<file path="src/rtl/vga_timing_640_480.sv">
// rtl/vga_timing_640_480.sv - 640x480 VGA scan counters, syncs, pixel indices and frame pulse
module vga_timing_640_480 #(
   parameter int   H_VISIBLE   = 640,
   parameter int   H_FP        = 16,
   parameter int   H_SYNC      = 96,
   parameter int   H_BP        = 48,
   parameter int   V_VISIBLE   = 480,
   parameter int   V_FP        = 10,
   parameter int   V_SYNC      = 2,
   parameter int   V_BP        = 33,
   parameter logic SYNC_ACTIVE = 1'b0
) (
   input  logic       clk,
   input  logic       i_sclr,
   input  logic       i_px_clk,
   output logic       o_hsync,
   output logic       o_vsync,
   output logic       o_haddr_enb,
   output logic       o_vaddr_enb,
   output logic [9:0] o_hidx,
   output logic [8:0] o_vidx,
   output logic       o_frame_en
);

   localparam logic [9:0] H_TOTAL  = 10'(H_VISIBLE + H_FP + H_SYNC + H_BP);
   localparam logic [9:0] V_TOTAL  = 10'(V_VISIBLE + V_FP + V_SYNC + V_BP);
   localparam logic [9:0] H_VIS    = 10'(H_VISIBLE);
   localparam logic [9:0] V_VIS    = 10'(V_VISIBLE);
   localparam logic [9:0] HS_START = 10'(H_VISIBLE + H_FP);
   localparam logic [9:0] HS_END   = 10'(H_VISIBLE + H_FP + H_SYNC);
   localparam logic [9:0] VS_START = 10'(V_VISIBLE + V_FP);
   localparam logic [9:0] VS_END   = 10'(V_VISIBLE + V_FP + V_SYNC);

   logic [9:0] r_hcnt;
   logic [9:0] r_vcnt;
   logic       r_frame_en;

   logic w_h_last;
   logic w_v_last;
   logic w_haddr_enb;
   logic w_vaddr_enb;
   logic w_hsync_act;
   logic w_vsync_act;

   assign w_h_last = (r_hcnt == H_TOTAL - 10'd1);
   assign w_v_last = (r_vcnt == V_TOTAL - 10'd1);

   // Line and frame wrap share one edge so (0,V_TOTAL-1) is never observed.
   always_ff @(posedge clk) begin
      if (i_sclr) begin
         r_hcnt     <= '0;
         r_vcnt     <= '0;
         r_frame_en <= 1'b0;
      end else begin
         r_frame_en <= i_px_clk & w_h_last & w_v_last;
         if (i_px_clk) begin
            if (w_h_last) begin
               r_hcnt <= '0;
               r_vcnt <= w_v_last ? 10'd0 : r_vcnt + 10'd1;
            end else begin
               r_hcnt <= r_hcnt + 10'd1;
            end
         end
      end
   end

   assign w_haddr_enb = (r_hcnt < H_VIS);
   assign w_vaddr_enb = (r_vcnt < V_VIS);
   assign w_hsync_act = (r_hcnt >= HS_START) && (r_hcnt < HS_END);
   assign w_vsync_act = (r_vcnt >= VS_START) && (r_vcnt < VS_END);

   assign o_haddr_enb = w_haddr_enb;
   assign o_vaddr_enb = w_vaddr_enb;
   assign o_hidx      = w_haddr_enb ? r_hcnt : 10'd0;
   assign o_vidx      = w_vaddr_enb ? r_vcnt[8:0] : 9'd0;
   assign o_hsync     = w_hsync_act ? SYNC_ACTIVE : ~SYNC_ACTIVE;
   assign o_vsync     = w_vsync_act ? SYNC_ACTIVE : ~SYNC_ACTIVE;
   assign o_frame_en  = r_frame_en;

endmodule

</file>
<file path="config.mk">
export PLATFORM = sky130hd
export DESIGN_NAME = vga_timing_640_480
export DESIGN_NICKNAME = d
export VERILOG_FILES = /design/src/rtl/vga_timing_640_480.sv
export SDC_FILE = /design/constraint.sdc
export NUM_CORES = 1
export LEC_CHECK = 0
export CORE_ASPECT_RATIO = 0.75
export CORE_UTILIZATION = 40
export CTS_BUF_LIST = sky130_fd_sc_hd__clkbuf_4
export DETAILED_ROUTE_END_ITERATION = 8
export MAX_ROUTING_LAYER = met4
export PLACE_DENSITY = 0.66
export RECOVER_POWER = 25
export SKIP_CTS_REPAIR_TIMING = 1
export SLEW_MARGIN = 20
export SYNTH_ARGS = -nofsm -noshare
export SYNTH_HDL_FRONTEND = slang
export SYNTH_SLANG_ARGS = --single-unit
</file>
<file path="constraint.sdc">
create_clock -name clk -period 2.8 [get_ports clk]
set_clock_uncertainty 0.2 [all_clocks]
set_input_delay 0.56 -clock clk [delete_from_list [all_inputs] [get_ports clk]]
set_output_delay 0.56 -clock clk [all_outputs]
set_load 0.02 [all_outputs]
</file>
==> results of run 1 <==
==> metal layers <==
metal  wire length, um  vias to the layer above  share of wire [%]
li1                  -                      567                  -
met5                 0                        -                  0
met3               156                        4                5.7
met1              1392                      520                 51
met4                34                        0                1.2
met2              1141                       31                 42
==> registers in the layout (all words and copies together) (netlist names) <==
name / cells
o_frame_en: 1
r_hcnt: 10
r_vcnt: 10
==> stage by stage <==
step	instance area (um2)	hold slack [ns]	instances	total power [mW]
after detailed placement	1503	0.3362	208	0.3463
after global routing	1523	0.3953	212	0.5193
final	1523	0.3552	212	0.4990
after CTS	1533	0.3519	212	0.5071
after global placement	1503	0.3168	208	0.3452
after floorplan	1187	0.2635	146	0.3299
==> worst max-delay path by stage <==
stage	cells past startpoint	end	slack, ns
2_1_floorplan	6	r_vcnt[2]$_SDFFE_PP0P_	0.74
4_1_cts	4	o_vidx[7]	-0.07
5_1_grt	4	o_vidx[7]	0.02
3_3_place_gp	6	r_vcnt[5]$_SDFFE_PP0P_	0.28
6_report	4	o_vidx[7]	0.12
3_5_place_dp	6	r_vcnt[7]$_SDFFE_PP0P_	0.22
==> final cells by class <==
class                   instances  area (um2)
fillers                       282        1180
multi-input cells             113       714.4
flip-flops and latches         21       420.4
repair buffers                 31       286.5
well taps                      36       45.04
clock buffers                   4       30.03
inverters                       7       26.28
==> worst register-to-register path, stage by stage (launching register included) <==
cell and delay (ns):
dfxtp_1 0.43, or3b_4 0.43, or3_1 0.45, clkbuf_1 0.15, o21bai_1 0.39, buf_4 0.22, a21oi_1 0.05
==> cells in the final DEF, fill, tap and decap left out, types with 6 or more instances in the layout <==
cell type | synthesis | final
clkdlybuf4s50_1 | 0 | 24
dfxtp_1 | 21 | 21
nor2_1 | 19 | 18
and2_1 | 15 | 15
xnor2_1 | 8 | 8
inv_1 | 7 | 7
nor3_1 | 7 | 7
nand4_1 | 7 | 7
nand3_1 | 7 | 7
or3_1 | 6 | 6
==> power groups by stage <==
stage / Sequential (mW) / Combinational [mW] / Clock, mW
finish: 0.306 / 0.0319 / 0.161
CTS: 0.306 / 0.0341 / 0.167
detailed placement: 0.313 / 0.0337 / 0
global placement: 0.313 / 0.0327 / 0
global route: 0.307 / 0.0349 / 0.177
floorplan: 0.312 / 0.0184 / 0
==> cell usage after synthesis <==
master     n  share of area [%]
dfxtp_1   21                 35
nor2_1    19                6.0
and2_1    15                7.9
xnor2_1    8                5.9
inv_1      7                2.2
nand3_1    7                3.0
nand4_1    7                3.7
nor3_1     7                3.0
or3_1      6                3.2
a21oi_1    5                2.1
nand2_1    5                1.6
o21ai_0    5                2.1
and3_1     4                2.1
ha_1       4                4.2
nor4_1     4                2.1
xor2_1     4                3.0
clkbuf_1   3               0.95
nand4b_1   2                1.5
a21oi_2    1               0.74
and4_1     1               0.74
buf_2      1               0.42
buf_6      1               0.95
mux2i_1    1               0.84
nor3b_1    1               0.63
nor4b_1    1               0.74
o21ai_1    1               0.42
o21ba_2    1               0.84
o21bai_4   1                1.6
o31a_1     1               0.74
or2b_1     1               0.63
or3b_4     1               0.95
==> cells by family after synthesis <==
group | after synthesis | synth area share (%)
and+or+nand+nor | 81 | 37.62
DFF | 21 | 35.41
AOI/OAI and AO/OA | 15 | 8.535
xor gates and xnor gates | 12 | 8.851
buffers and inverters | 12 | 4.531
adders and majority gates | 4 | 4.215
muxes | 1 | 0.8430
==> metrics.txt, run 1 <==
status finished, final reports clean; syn_nets about 150; CP startpoint kind register; core area around 2700 um2; CP max stage delay around 0.55 ns; H-Tree Depth 1; Hold Crit Start r_vcnt[7]$_SDFFE_PP0P_; NetSw ~0.12 mW; met1 Use GR 27.79%; RR Startpoint r_hcnt[8]$_SDFFE_PP0P_; Syn Area/Cell just over 8 um2; Die Y about 49 um; Skew-Pair Late Insertion Delay 0.31 ns; VDD IR max around 0.00017 V; GRT busiest layer met2; root buffer cell clkbuf_4; Final min period ~2.7 ns; RR Endpoint r_vcnt[7]$_SDFFE_PP0P_; Leak approximately 0.52 nW; Mapped Cells about 150; Hold Path End r_vcnt[7]$_SDFFE_PP0P_; Cell Area, Synth about 1200 um2; WP data arrival 1.92 ns; Place WS 0.2226 ns; PortBufs 26; launch point of the worst path r_vcnt[5]$_SDFFE_PP0P_; TritonCTS clock tree built; measured slew at the worst slew-check pin 0.4419 ns; routability cong. ~0.83; first-pass detailed-route iteration total 4; Layout area overhead 28.24%; period utilization a little over nine tenths; Detailed Place HPWL 2.109 mm; via count 1122; internal power between 0.3 and 0.4 mW; antenna cells 0; starting DRC count in detailed routing 28; Flop pwr share between 60% and 70%; setup TNS 0 ns; Sw Ratio 23.35%; Initial Utilization ~44%; total gr overflow 0; row count 16; Hold Crit Class register to register; GRT Overall Usage between 20% and 30%; Setup CP Type register to primary output; Hold Crit Depth 2; CTS sink count 21; Routed wire per std cell around 13 um; first-pass GRT wire length 4.802 mm; WP data required roughly 2.0 ns; Critical Path End Type primary output; initial antenna violation count 0; largest net degree at the start of global routing 12; cts bufs inserted 3; highest clock rate ~370 MHz; worst path cell trace and4_2 -> nor2_4 -> and2_1 -> clkdlybuf4s50_1; die width roughly 65 um; Synth Register Bits 21; fin util 56.34%; CP max-delay cell clkdlybuf4s50_1; Slew Limit Fails 0; worst setup margin roughly 0.12 ns; Slew headroom a little over two thirds; PD cells 327.7 nW/um2; met2 GRT Util 29.51%; Clock Tree Buf Depth 2; met3 global-route usage under 10%; Comb pwr share approximately 6.4%; Clock power frac between 30% and 40%; Cell variety after synth 31; Residual DRC 0; crit path max fanout 8; cell family with most CP delay simple AND/OR/NAND/NOR gates; Antenna Nets Post-Route 0; flop-to-flop setup slack 0.38 ns; Worst-path clk slew 0.11 ns; Crit path buffers/inverters 1; number of global-route vias before repair about 1100; Final Hold Viols 0; die area 3193 um2; RSZ-0062 raised after global routing no; layout cells sized above 1 about 6.8%; IO Count 27; post-synthesis sequential area ratio a little over a third; Post-layout nets ~180; Final setup viols 0; Max Cap Viol 0; Ys Warns 0; vias per cell ~5.3; R2R cell count 6; overall routed net length 2.724 mm
(Power assumes the default switching activity.)
==> run 2: changes to the inputs <==
DONT_BUFFER_PORTS = 1   (was default)
PLACE_DENSITY = default   (was 0.66)
==> run 2 against run 1 <==
Net effect:
- register-to-register slack improved by 0.10 ns
- sequential share of layout area rose by 6.3 points
- setup slack improved by 0.071 ns
- clock power fell by 5%
- fmax rose by 2.7%
- cell count fell by 14%
- utilization fell by 10 points
==> metrics.txt, run 2 (same netlist as run 1, synthesis figures left out) <==
status finished, final reports clean; highest clock rate 383.4 MHz (+2.7%); vias per cell 5.577 (+5.4%); VDD IR max 0.0002549 V (+48%); RSZ-0062 raised after global routing no; Leak 0.4148 nW (-21%); WP data arrival 1.85 ns (-0.07 ns); Worst-path clk slew 0.12 ns (about the same); layout cells sized above 1 6.164% (-0.65 points); CP max-delay cell nor2_1; routability cong. 0.7571 (-8.9%); RR Startpoint r_hcnt[0]$_SDFFE_PP0P_; Hold Crit Start i_sclr; root buffer cell clkbuf_4; GRT Overall Usage 18.29% (-2.0 points); CP startpoint kind register; Detailed Place HPWL 1.774 mm (-16%); overall routed net length 2.443 mm (-10%); crit path max fanout 8 (unchanged); Initial Utilization 43.94% (unchanged); measured slew at the worst slew-check pin 0.6802 ns (+0.2384 ns); PD cells 386.8 nW/um2 (+18%); Critical Path End Type primary output; initial antenna violation count 0 (unchanged); Final setup viols 0 (unchanged); die width 64.91 um (unchanged); WP data required 2.04 ns (about the same); RR Endpoint r_vcnt[8]$_SDFFE_PP0P_; H-Tree Depth 1 (unchanged); row count 16 (unchanged); total gr overflow 0 (unchanged); Slew headroom 54.48% (-16 points); Routed wire per std cell 13.42 um (+4.5%); Hold Path End r_hcnt[2]$_SDFFE_PP0P_; Die Y 49.19 um (unchanged); Slew Limit Fails 0 (unchanged); Hold Crit Depth 1 (-1); die area 3193 um2 (unchanged); Final min period 2.609 ns (-0.07077 ns); cts bufs inserted 3 (unchanged); IO Count 27 (unchanged); Skew-Pair Late Insertion Delay 0.31 ns (about the same); core area 2703 um2 (unchanged); CP max stage delay 0.54 ns (about the same); via count 1015 (-9.5%); R2R cell count 5 (-1); period utilization 93.16% (-2.5 points); antenna cells 0 (unchanged); most frequent cells in the layout dfxtp_1 (21), nor2_1 (19), and2_1 (13); PortBufs 0 (-100%); Hold Crit Class input port to register; starting DRC count in detailed routing 46 (+64%); Setup CP Type register to primary output; TritonCTS clock tree built; number of global-route vias before repair 936 (-12%); setup TNS 0 ns (unchanged); CTS sink count 21 (unchanged); FILL cells 273 (-3.2%); commonest non-fill, non-tap cell in the layout dfxtp_1; Final Hold Viols 0 (unchanged); first-pass detailed-route iteration total 4 (unchanged); Clock Tree Buf Depth 2 (unchanged); Residual DRC 0 (unchanged); worst path cell trace and4_1 -> nor2_1 -> and2_1; Antenna Nets Post-Route 0 (unchanged); Crit path buffers/inverters 0 (-1); largest net degree at the start of global routing 17 (+5); cell family with most CP delay simple AND/OR/NAND/NOR gates; Fin Hold WS 0.09528 ns (-0.2599 ns); Max Cap Viol 0 (unchanged); flop-to-flop setup slack 0.48 ns (+0.10 ns); Post-layout nets 154 (-16%); first-pass GRT wire length 4.347 mm (-9.5%); Layout area overhead 4.426%
-- run 2: cell types whose count changed in the layout (fill, tap and decap cells not counted), sizes merged --
cell,delta
clkbuf,-4
clkdlybuf4s50,-24
clkinv,+1
buf,-1
dlygate4sd3,-2
-- run 2: metal layers --
metal / up-vias / wire (um) / global-route usage, %
li1: 508 / - / -
met1: 462 / 1324 / 25.50
met2: 37 / 929 / 25.35
met3: 8 / 153 / 5.841
met4: 0 / 35 / 4.444
met5: - / 0 / -
-- run 2: how the worst max path moves through the flow --
stage                     depth (start not counted)                   start                endpoint
after floorplan                                   6  r_hcnt[8]$_SDFFE_PP0P_  r_vcnt[2]$_SDFFE_PP0P_
after global routing                              3  r_vcnt[6]$_SDFFE_PP0P_               o_vidx[8]
after detailed placement                          5  r_hcnt[0]$_SDFFE_PP0P_  r_vcnt[8]$_SDFFE_PP0P_
after global placement                            4  r_hcnt[8]$_SDFFE_PP0P_  r_vcnt[8]$_SDFFE_PP0P_
final                                             3  r_vcnt[6]$_SDFFE_PP0P_               o_vidx[8]
after CTS                                         3  r_vcnt[6]$_SDFFE_PP0P_               o_vidx[8]
-- run 2: through the flow --
stage	total power, mW	setup slack (ns)	instance area, um2	util, %	std cells
after detailed placement	0.3337	0.5013	1212	44.86	178
after global placement	0.3330	0.5816	1212	44.86	178
after global routing	0.5076	0.03856	1240	45.88	182
after CTS	0.4904	0.1839	1240	45.88	182
after floorplan	0.3299	0.7399	1187	-	146
final	0.4796	0.1915	1240	45.88	182
-- run 2: report_power, final --
part           switching, mW  internal [mW]  total, mW
Clock                 0.0991         0.0535      0.153
Combinational         0.0130        0.00807     0.0211
Sequential           0.00411          0.302      0.306
-- run 2: area by class of cell --
class / count / area, um2 / area share [%]
multi-input cells: 113 / 713.2 / 57.52
flip-flops and latches: 21 / 420.4 / 33.91
well taps: 36 / 45.04 / 3.633
inverters: 7 / 26.28 / 2.119
clock buffers: 3 / 22.52 / 1.816
repair buffers: 1 / 7.507 / 0.6054
clock inverters: 1 / 5.005 / 0.4036
==> run 3: changes to the inputs <==
ABC_AREA = 1   (was default)
==> run 3 against run 2 <==
Net effect:
- setup slack improved by 0.11 ns
- area after synthesis rose by 17%
- critical path type unchanged
- via count grew 31%
- die area is 16% higher
- sequential power about the same
- register-to-register slack better by 0.48 ns
- power fell by 1.8%
- highest routed layer unchanged
==> metrics.txt, run 3 <==
die width 69.92 um (+7.7%); highest clock rate 400.4 MHz (+4.4%); layout cells sized above 1 6.410% (+0.25 points); antenna cells 0 (unchanged); Final Hold Viols 0 (unchanged); die area 3701 um2 (+16%); Initial Utilization 42.09% (-1.8 points); first-pass detailed-route iteration total 5 (+1); Slew Limit Fails 0 (unchanged); Worst-path clk slew 0.12 ns (about the same); Commonest cells post-synth nand2_1 (49), nor2_1 (49), inv_1 (42), nand3_1 (22), dfxtp_1 (21); dpl cells 270 (+52%); core area 3288 um2 (+22%); Critical Path End Type primary output; WP data required 2.04 ns (about the same); Ys Warns 0 (unchanged); worst path cell trace inv_2 -> nor3_1 -> nor2_1 -> nand2_1 -> inv_1; Hold Crit Start i_sclr; R2R cell count 8 (+3); status finished, final reports clean; RR Endpoint r_hcnt[9]$_SDFFE_PP0P_; measured slew at the worst slew-check pin 0.7390 ns (+0.05877 ns); number of global-route vias before repair 1075 (+15%); Detailed Place HPWL 2.454 mm (+38%); Setup CP Type register to primary output; CP max-delay cell nor2_1; syn_nets 237 (+55%); Layout area overhead 4.882%; Post-synth EDFFs 0 (unchanged); largest net degree at the start of global routing 13 (-4); flop-to-flop setup slack 0.96 ns (+0.48 ns); CP startpoint kind register; Max Cap Viol 0 (unchanged); PD cells 324.6 nW/um2 (-16%); Final setup viols 0 (unchanged); Mapped Cells 230 (+58%); Skew-Pair Late Insertion Delay 0.30 ns (about the same); CP max stage delay 0.57 ns (+0.03 ns); Post-layout nets 242 (+57%); Routed wire per std cell 11.40 um (-15%); PortBufs 0 (unchanged); WP data arrival 1.74 ns (-0.11 ns); cell family with most CP delay simple AND/OR/NAND/NOR gates; RSZ-0062 raised after global routing no; fin cells 274 (+51%); via count 1331 (+31%); Crit path buffers/inverters 2 (+2); Leak 0.7204 nW (+74%); GRT Overall Usage 18.22% (-0.076 points); Syn Area/Cell 6.017 um2 (-26%); Hold Crit Class input port to register; FFs w/ async S/R, synth 0% (unchanged); CTS sink count 21 (unchanged); H-Tree Depth 1 (unchanged); crit path max fanout 8 (unchanged); Final min period 2.497 ns (-0.1111 ns); setup TNS 0 ns (unchanged); row count 18 (+2); Reg area 420.4 um2 (unchanged); prevailing post-synth register cell dfxtp_1; period utilization 89.20% (-4.0 points); Antenna Nets Post-Route 0 (unchanged); Die Y 52.94 um (+7.6%); VDD IR max 0.0002403 V (-5.7%); most frequent cells in the layout nand2_1 (51), nor2_1 (50), inv_1 (42); commonest non-fill, non-tap cell in the layout nand2_1; starting DRC count in detailed routing 60 (+30%); post-synthesis sequential area ratio 30.38% (-5.0 points); Area contributors post-synth dfxtp_1 (30%), nand2_1 (13%), nor2_1 (13%), inv_1 (11%), nand3_1 (8.0%); total gr overflow 0 (unchanged); IO Count 27 (unchanged); Cell Area, Synth 1384 um2 (+17%); multi-input logic area 773.2 um2 (+8.4%); overall routed net length 3.124 mm (+28%); cts bufs inserted 3 (unchanged); TritonCTS clock tree built; initial antenna violation count 0 (unchanged); Hold Crit Depth 1 (unchanged); Hold Path End r_vcnt[8]$_SDFFE_PP0P_; root buffer cell clkbuf_4; Synth Register Bits 21 (unchanged); routability cong. 0.8654 (+14%); vias per cell 4.858 (-13%); first-pass GRT wire length 5.085 mm (+17%); share of the synthesized area in the top cell type 30.38% (-5.0 points); Residual DRC 0 (unchanged); FILL cells 365 (+34%); RR Startpoint r_hcnt[1]$_SDFFE_PP0P_; cell taking the most area after synthesis dfxtp_1; Cell variety after synth 24 (-23%); Slew headroom 50.55% (-3.9 points); Clock Tree Buf Depth 2 (unchanged)
## run 3: cell count changes in the layout (fill, tap and decap cells not counted), moves of 8 or more
cell	change
and2_1	-13
inv_1	+35
nand2_1	+46
nand3_1	+15
nor2_1	+31
xnor2_1	-8
## run 3: area by class of cell
type	count	share of cell area, %
Sequential cell	21	28.97
Clock inverter	1	0.3448
Inverter	46	11.90
Multi-Input combinational cell	162	53.28
Tap cell	40	3.448
Timing Repair Buffer	1	0.5172
Clock buffer	3	1.552
## run 3: cell families after synthesis
logic type,share of synthesized area [%]
AND/OR/NAND/NOR,46.93
buffers and inverters,12.84
flip-flops,30.38
adder cells (fa/ha/maj),3.617
AO/OA/AOI/OAI,4.972
XOR/XNOR,1.266
## run 3: layer usage
metal  wire length (um)  track usage (%)  up-vias  share of wire, %
met5                  0                -        -                 0
met4                 18            3.000        0              0.58
met3                132            4.762        2               4.2
met2               1189            25.32       30                38
met1               1783            26.46      577                57
li1                   -                -      722                 -
## run 3: per-stage QoR
step	setup WS [ns]	cell area (um2)	utilization, %	hold WS [ns]	power, mW
2_1_floorplan	0.6730	1384	-	0.2775	0.3300
3_3_place_gp	0.6885	1436	43.68	0.3121	0.3346
3_5_place_dp	0.6454	1436	43.68	0.3160	0.3343
4_1_cts	0.2913	1464	44.52	0.09359	0.4843
5_1_grt	0.03353	1451	44.14	0.07449	0.5018
6_report	0.3025	1451	44.14	0.1068	0.4711
## run 3: worst max-delay path by stage
stage | end | from | slack, ns | depth (start not counted)
finish | o_hidx[5] | r_hcnt[7]$_SDFFE_PP0P_ | 0.30 | 5
global route | o_hidx[2] | r_hcnt[7]$_SDFFE_PP0P_ | 0.03 | 5
CTS | o_hidx[1] | r_hcnt[7]$_SDFFE_PP0P_ | 0.29 | 5
detailed placement | o_hidx[1] | r_hcnt[7]$_SDFFE_PP0P_ | 0.65 | 5
global placement | o_hidx[0] | r_hcnt[7]$_SDFFE_PP0P_ | 0.69 | 5
floorplan | o_vidx[0] | r_vcnt[6]$_SDFFE_PP0P_ | 0.67 | 5
## run 3: report_power, final
group | switching (mW) | total, mW | internal [mW]
combinational | 0.0160 | 0.0222 | 0.00620
clock | 0.0909 | 0.144 | 0.0532
sequential | 0.00329 | 0.305 | 0.302
==> variant 1 (flow settings as in run 3) <==
Set the parameter `SYNC_ACTIVE` to 1'b1 (it was 1'b0).
--- a/src/rtl/vga_timing_640_480.sv
+++ b/src/rtl/vga_timing_640_480.sv
@@ -8,7 +8,7 @@
    parameter int   V_FP        = 10,
    parameter int   V_SYNC      = 2,
    parameter int   V_BP        = 33,
-   parameter logic SYNC_ACTIVE = 1'b0
+   parameter logic SYNC_ACTIVE = 1'b1
 ) (
    input  logic       clk,
    input  logic       i_sclr,
Check against the original RTL: not equivalent (a bounded check fails within 4 cycles, from zero or initial values).
==> variant 1 against run 3 <==
  * Final area down 3.3%
  * Register-to-register slack worse by 60 ps
  * Total power up 2.2%
  * Synthesized area down 2.3%
  * Global-route usage down 0.51 points
  * Routed wire length down 3.3%
  * Critical endpoint is now o_vidx[2]
  * Sequential cell count unchanged
  * Setup slack worse by 22 ps
==> variant 1: results (changes against run 3) <==
| Metric | This run | Unit | Change |
| --- | --- | --- | --- |
| Status | complete, no violations | - | unchanged |
| Reg-to-reg critical path endpoint | r_vcnt[1] | - | was r_hcnt[9] |
| Filler instances | 336 | - | was 365 |
| FF-to-FF Start | r_hcnt[0] | - | was r_hcnt[1] |
| Post-synthesis compound-gate area fraction | 5.74 | % | was 4.97% |
| Largest fanout on the critical path | 9 | - | was 8 |
| Global-route wire length before repair | 4910 | µm | was 5090 µm |
| Part of the Yosys area used for sequential elements | 31.1 | % | was 30.4% |
| Final routed wire length divided by cell count | 11.8 | µm | was 11.4 µm |
| Synthesis Warnings | 0 | - | unchanged |
| Post-detail-place hpwl | 2300 | µm | was 2450 µm |
| Leakage | 0.600 | nW | was 0.720 nW |
| Pin count of the biggest net entering global routing | 14 | - | was 13 |
| Total nets after synthesis | 221 | - | was 237 |
| Number of standard cells after synthesis | 214 | - | was 230 |
| Total CTS buffers | 3 | - | unchanged |
| Clk_lat worst skew | 320 | ps | was 300 ps |
| Total instance count after detailed placement | 251 | - | was 270 |
| Worst reg-to-reg setup slack | 900 | ps | was 960 ps |
| Initial drt markers | 77 | - | was 60 |
| WL final | 3020 | µm | was 3120 µm |
| Number of unique standard cell types used by synthesis | 27 | - | was 24 |
| Via Count | 1265 | - | was 1331 |
| Routability Congestion | 0.828 | - | was 0.865 |
| Asr flop ratio synth | 0 | % | unchanged |
| H-Tree Depth | 1 | - | unchanged |
| Detailed Routing Iterations Pass 1 | 4 | - | was 5 |
| Most common library cells after synthesis | nor2_1 (55), nand2_1 (35), inv_1 (33), dfxtp_1 (21), nand3_1 (21) | - | was nand2_1 (49), nor2_1 (49), inv_1 (42), nand3_1 (22), dfxtp_1 (21) |
| Post-placement setup slack | 647 | ps | was 645 ps |
| Hold worst-path end | o_frame_en | - | was r_vcnt[8] |
| Post-synthesis mux area share | 0 | % | unchanged |
| Smallest hold slack | 86.9 | ps | was 107 ps |
| Fraction of synthesized cell area in xor and xnor cells | 1.94 | % | was 1.27% |
| Final layout net count | 225 | - | was 242 |
| Initial antenna violation count | 0 | - | unchanged |
| Worst max-slew margin expressed relative to the limit | 52.6 | % | was 50.6% |
| Fraction of final layout cells with drive strength greater than 1 | 8.29 | % | was 6.41% |
| Data arrival time of the worst path | 1760 | ps | was 1740 ps |
| Path type of the worst min-delay path | input port to flip-flop | - | unchanged |
| Top area cells in the synthesized netlist | dfxtp_1 (31%), nor2_1 (15%), nand2_1 (9.7%), inv_1 (9.2%), nand3_1 (7.8%) | - | was dfxtp_1 (30%), nand2_1 (13%), nor2_1 (13%), inv_1 (11%), nand3_1 (8.0%) |
| Worst r2r path cells | 6 | - | was 8 |
| Maximum vdd ir drop | 169 | µV | was 240 µV |
| Post-synthesis share of cell area spent on full adders, half adders and majority gates | 3.70 | % | was 3.62% |
| PortBufs | 0 | - | unchanged |
| Clock Path Buffers | 2 | - | unchanged |
| GRT Total Usage | 17.7 | % | was 18.2% |
| Number of global-route vias before repair | 1043 | - | was 1075 |
-- variant 1: cell types whose count changed after synthesis, moves of 2 or more --
cell             run 3  this run
nor2_1              49        55
o21ai_2              0         2
clkinv_1             0         3
inv_2                4         2
nor3_1              10         3
inv_1               42        33
nor3_4               0         2
nand4_1              4         6
nor3_2               0         2
nand2_1             49        35
-- variant 1: per-stage QoR --
stage | power [mW] | utilization [%] | area (µm²)
2_1_floorplan | 0.331 | - | 1350
5_1_grt | 0.507 | 45.5 | 1400
4_1_cts | 0.488 | 46.0 | 1420
6_report | 0.482 | 45.5 | 1400
3_5_place_dp | 0.335 | 45.2 | 1390
3_3_place_gp | 0.335 | 45.2 | 1390
-- variant 1: per-layer routing --
layer	GRT usage [%]	wire length, µm	up-vias
met5	-	0	-
met4	4.76	19	0
met3	5.19	146	2
met2	24.4	1200	27
met1	24.9	1660	560
li1	-	-	676
-- variant 1: critical path: stages (launching register included) --
cell and delay, ps:
dfxtp_1 380, nand4_1 180, inv_1 60, nor2_1 140
clkinv_1 270, nor2_1 410
-- variant 1: layout make-up --
| class | instances | share of cell area [%] |
|---|---|---|
| tap | 38 | 3.39 |
| inverter | 38 | 10.2 |
| sequential | 21 | 29.9 |
| clock buffer | 3 | 1.60 |
| multi-input combinational | 153 | 54.0 |
| clock inverter | 1 | 0.357 |
| timing repair buffer | 1 | 0.535 |
-- variant 1: cells by family after synthesis --
group                      after synthesis
and+or+nand+nor                        133
DFF                                     21
xor gates and xnor gates                 3
buffers and inverters                   40
adders and majority gates                4
AOI/OAI and AO/OA                       13
-- variant 1: worst max path at each step --
| stage | from | slack [ps] | endpoint |
|---|---|---|---|
| global route | r_vcnt[7] | 110 | o_vidx[3] |
| detailed placement | r_vcnt[7] | 650 | o_vidx[8] |
| global placement | r_vcnt[7] | 730 | o_vidx[4] |
| CTS | r_vcnt[7] | 260 | o_vidx[8] |
| floorplan | r_vcnt[7] | 590 | o_vidx[0] |
| finish | r_vcnt[7] | 280 | o_vidx[2] |
-- variant 1: power by group --
part	internal [mW]	switching [mW]
clock	0.0534	0.0996
combinational	0.00665	0.0178
sequential	0.302	0.00261
==> variant 2 (config.mk and constraints of run 3) <==
Without the edit above. Register the output `o_hsync`, without a reset; this adds one clock of latency there. The other outputs are not delayed to match.
--- a/src/rtl/vga_timing_640_480.sv
+++ b/src/rtl/vga_timing_640_480.sv
@@ -73,7 +73,9 @@
    assign o_vaddr_enb = w_vaddr_enb;
    assign o_hidx      = w_haddr_enb ? r_hcnt : 10'd0;
    assign o_vidx      = w_vaddr_enb ? r_vcnt[8:0] : 9'd0;
-   assign o_hsync     = w_hsync_act ? SYNC_ACTIVE : ~SYNC_ACTIVE;
+   always_ff @(posedge clk) begin
+      o_hsync <= w_hsync_act ? SYNC_ACTIVE : ~SYNC_ACTIVE;
+   end
    assign o_vsync     = w_vsync_act ? SYNC_ACTIVE : ~SYNC_ACTIVE;
    assign o_frame_en  = r_frame_en;
 
Behaviour: not the same (Yosys sat finds a counterexample within 4 cycles, from zero or initial values).
==> variant 2 against run 3 <==
  * Sequential power is 5% higher
  * Synthesized area is 1.4% higher
  * Combinational power is 2% higher
  * Clock power is 74% higher
  * Final area is 3.4% higher
  * Total power is 25% higher
  * Setup slack worse by 75 ps
  * Routed wire length is 4.2% higher
  * Sequential cell count is 1 higher
  * Die area is 1.4% higher
  * Critical endpoint is now o_hidx[2]
==> variant 2: results (changes against run 3) <==
| Metric | This run | Unit | Change |
| --- | --- | --- | --- |
| Final period util | 91.9 | % | was 89.2% |
| Smallest hold slack | 90.3 | ps | was 107 ps |
| Global-route wire length before repair | 5510 | µm | was 5090 µm |
| Design Power | 0.591 | mW | was 0.471 mW |
| Via Count | 1333 | - | was 1331 |
| WL final | 3260 | µm | was 3120 µm |
| Worst max-slew margin expressed relative to the limit | 46.7 | % | was 50.6% |
| Post-placement setup slack | 579 | ps | was 645 ps |
| Power drawn by the combinational cells | 0.0226 | mW | was 0.0222 mW |
| Total nets after synthesis | 238 | - | was 237 |
| Post-synthesis share of cell area spent on full adders, half adders and majority gates | 3.57 | % | was 3.62% |
| Syn Area/Cell | 6.08 | µm² | was 6.02 µm² |
| Data arrival time of the worst path | 1810 | ps | was 1740 ps |
| GRT Total Usage | 19.5 | % | was 18.2% |
| Total instance count after detailed placement | 271 | - | was 270 |
| Largest stage delay on the critical path | 620 | ps | was 570 ps |
| Number of global-route vias before repair | 1167 | - | was 1075 |
| Post-detail-place hpwl | 2500 | µm | was 2450 µm |
| Post-synthesis compound-gate area fraction | 4.90 | % | was 4.97% |
| Routability Congestion | 0.836 | - | was 0.865 |
| Maximum vdd ir drop | 207 | µV | was 240 µV |
| Clk_lat worst skew | 320 | ps | was 300 ps |
| Fraction of synthesized cell area in xor and xnor cells | 1.25 | % | was 1.27% |
| Power drawn by the clock network | 0.250 | mW | was 0.144 mW |
| Status | complete, no violations | - | unchanged |
| Fin area | 1500 | µm² | was 1450 µm² |
| Detailed Routing Iterations Pass 1 | 4 | - | was 5 |
| Initial drt markers | 71 | - | was 60 |
| Net load switching power | 0.124 | mW | was 0.110 mW |
| Most common library cells after synthesis | nand2_1 (49), nor2_1 (49), inv_1 (42), dfxtp_1 (22), nand3_1 (22) | - | was nand2_1 (49), nor2_1 (49), inv_1 (42), nand3_1 (22), dfxtp_1 (21) |
| Via-per-instance ratio | 4.85 | - | was 4.86 |
[variant 2: cell count changes in the layout (fill, tap and decap cells not counted)]
cell | before | now
bufinv_16 | 0 | 1
nor3b_1 | 1 | 0
nor3b_2 | 0 | 1
dfxtp_1 | 21 | 22
clkinv_2 | 1 | 0
[variant 2: routing by layer]
metal	routed length, µm	vias to the layer above	share of wire, %	GRT usage [%]
met5	0	-	0	-
met1	1800	581	55	29.2
met2	1270	30	39	26.7
met3	166	4	5.1	4.00
met4	23	0	0.71	3.00
li1	-	718	-	-
[variant 2: area by class of cell]
| type | instances | share of cell area [%] |
|---|---|---|
| clock buffer | 3 | 1.50 |
| clock inverter | 1 | 2.00 |
| inverter | 46 | 11.5 |
| multi-input combinational | 162 | 51.8 |
| sequential | 22 | 29.3 |
| tap | 40 | 3.33 |
| timing repair buffer | 1 | 0.500 |
[variant 2: worst register-to-register path, delay by kind of cell (launching register included)]
kind | cells | cell delay, ps
simple gates | 6 | 870
flops | 1 | 400
fa+ha+maj | 1 | 230
buf+inv | 1 | 70
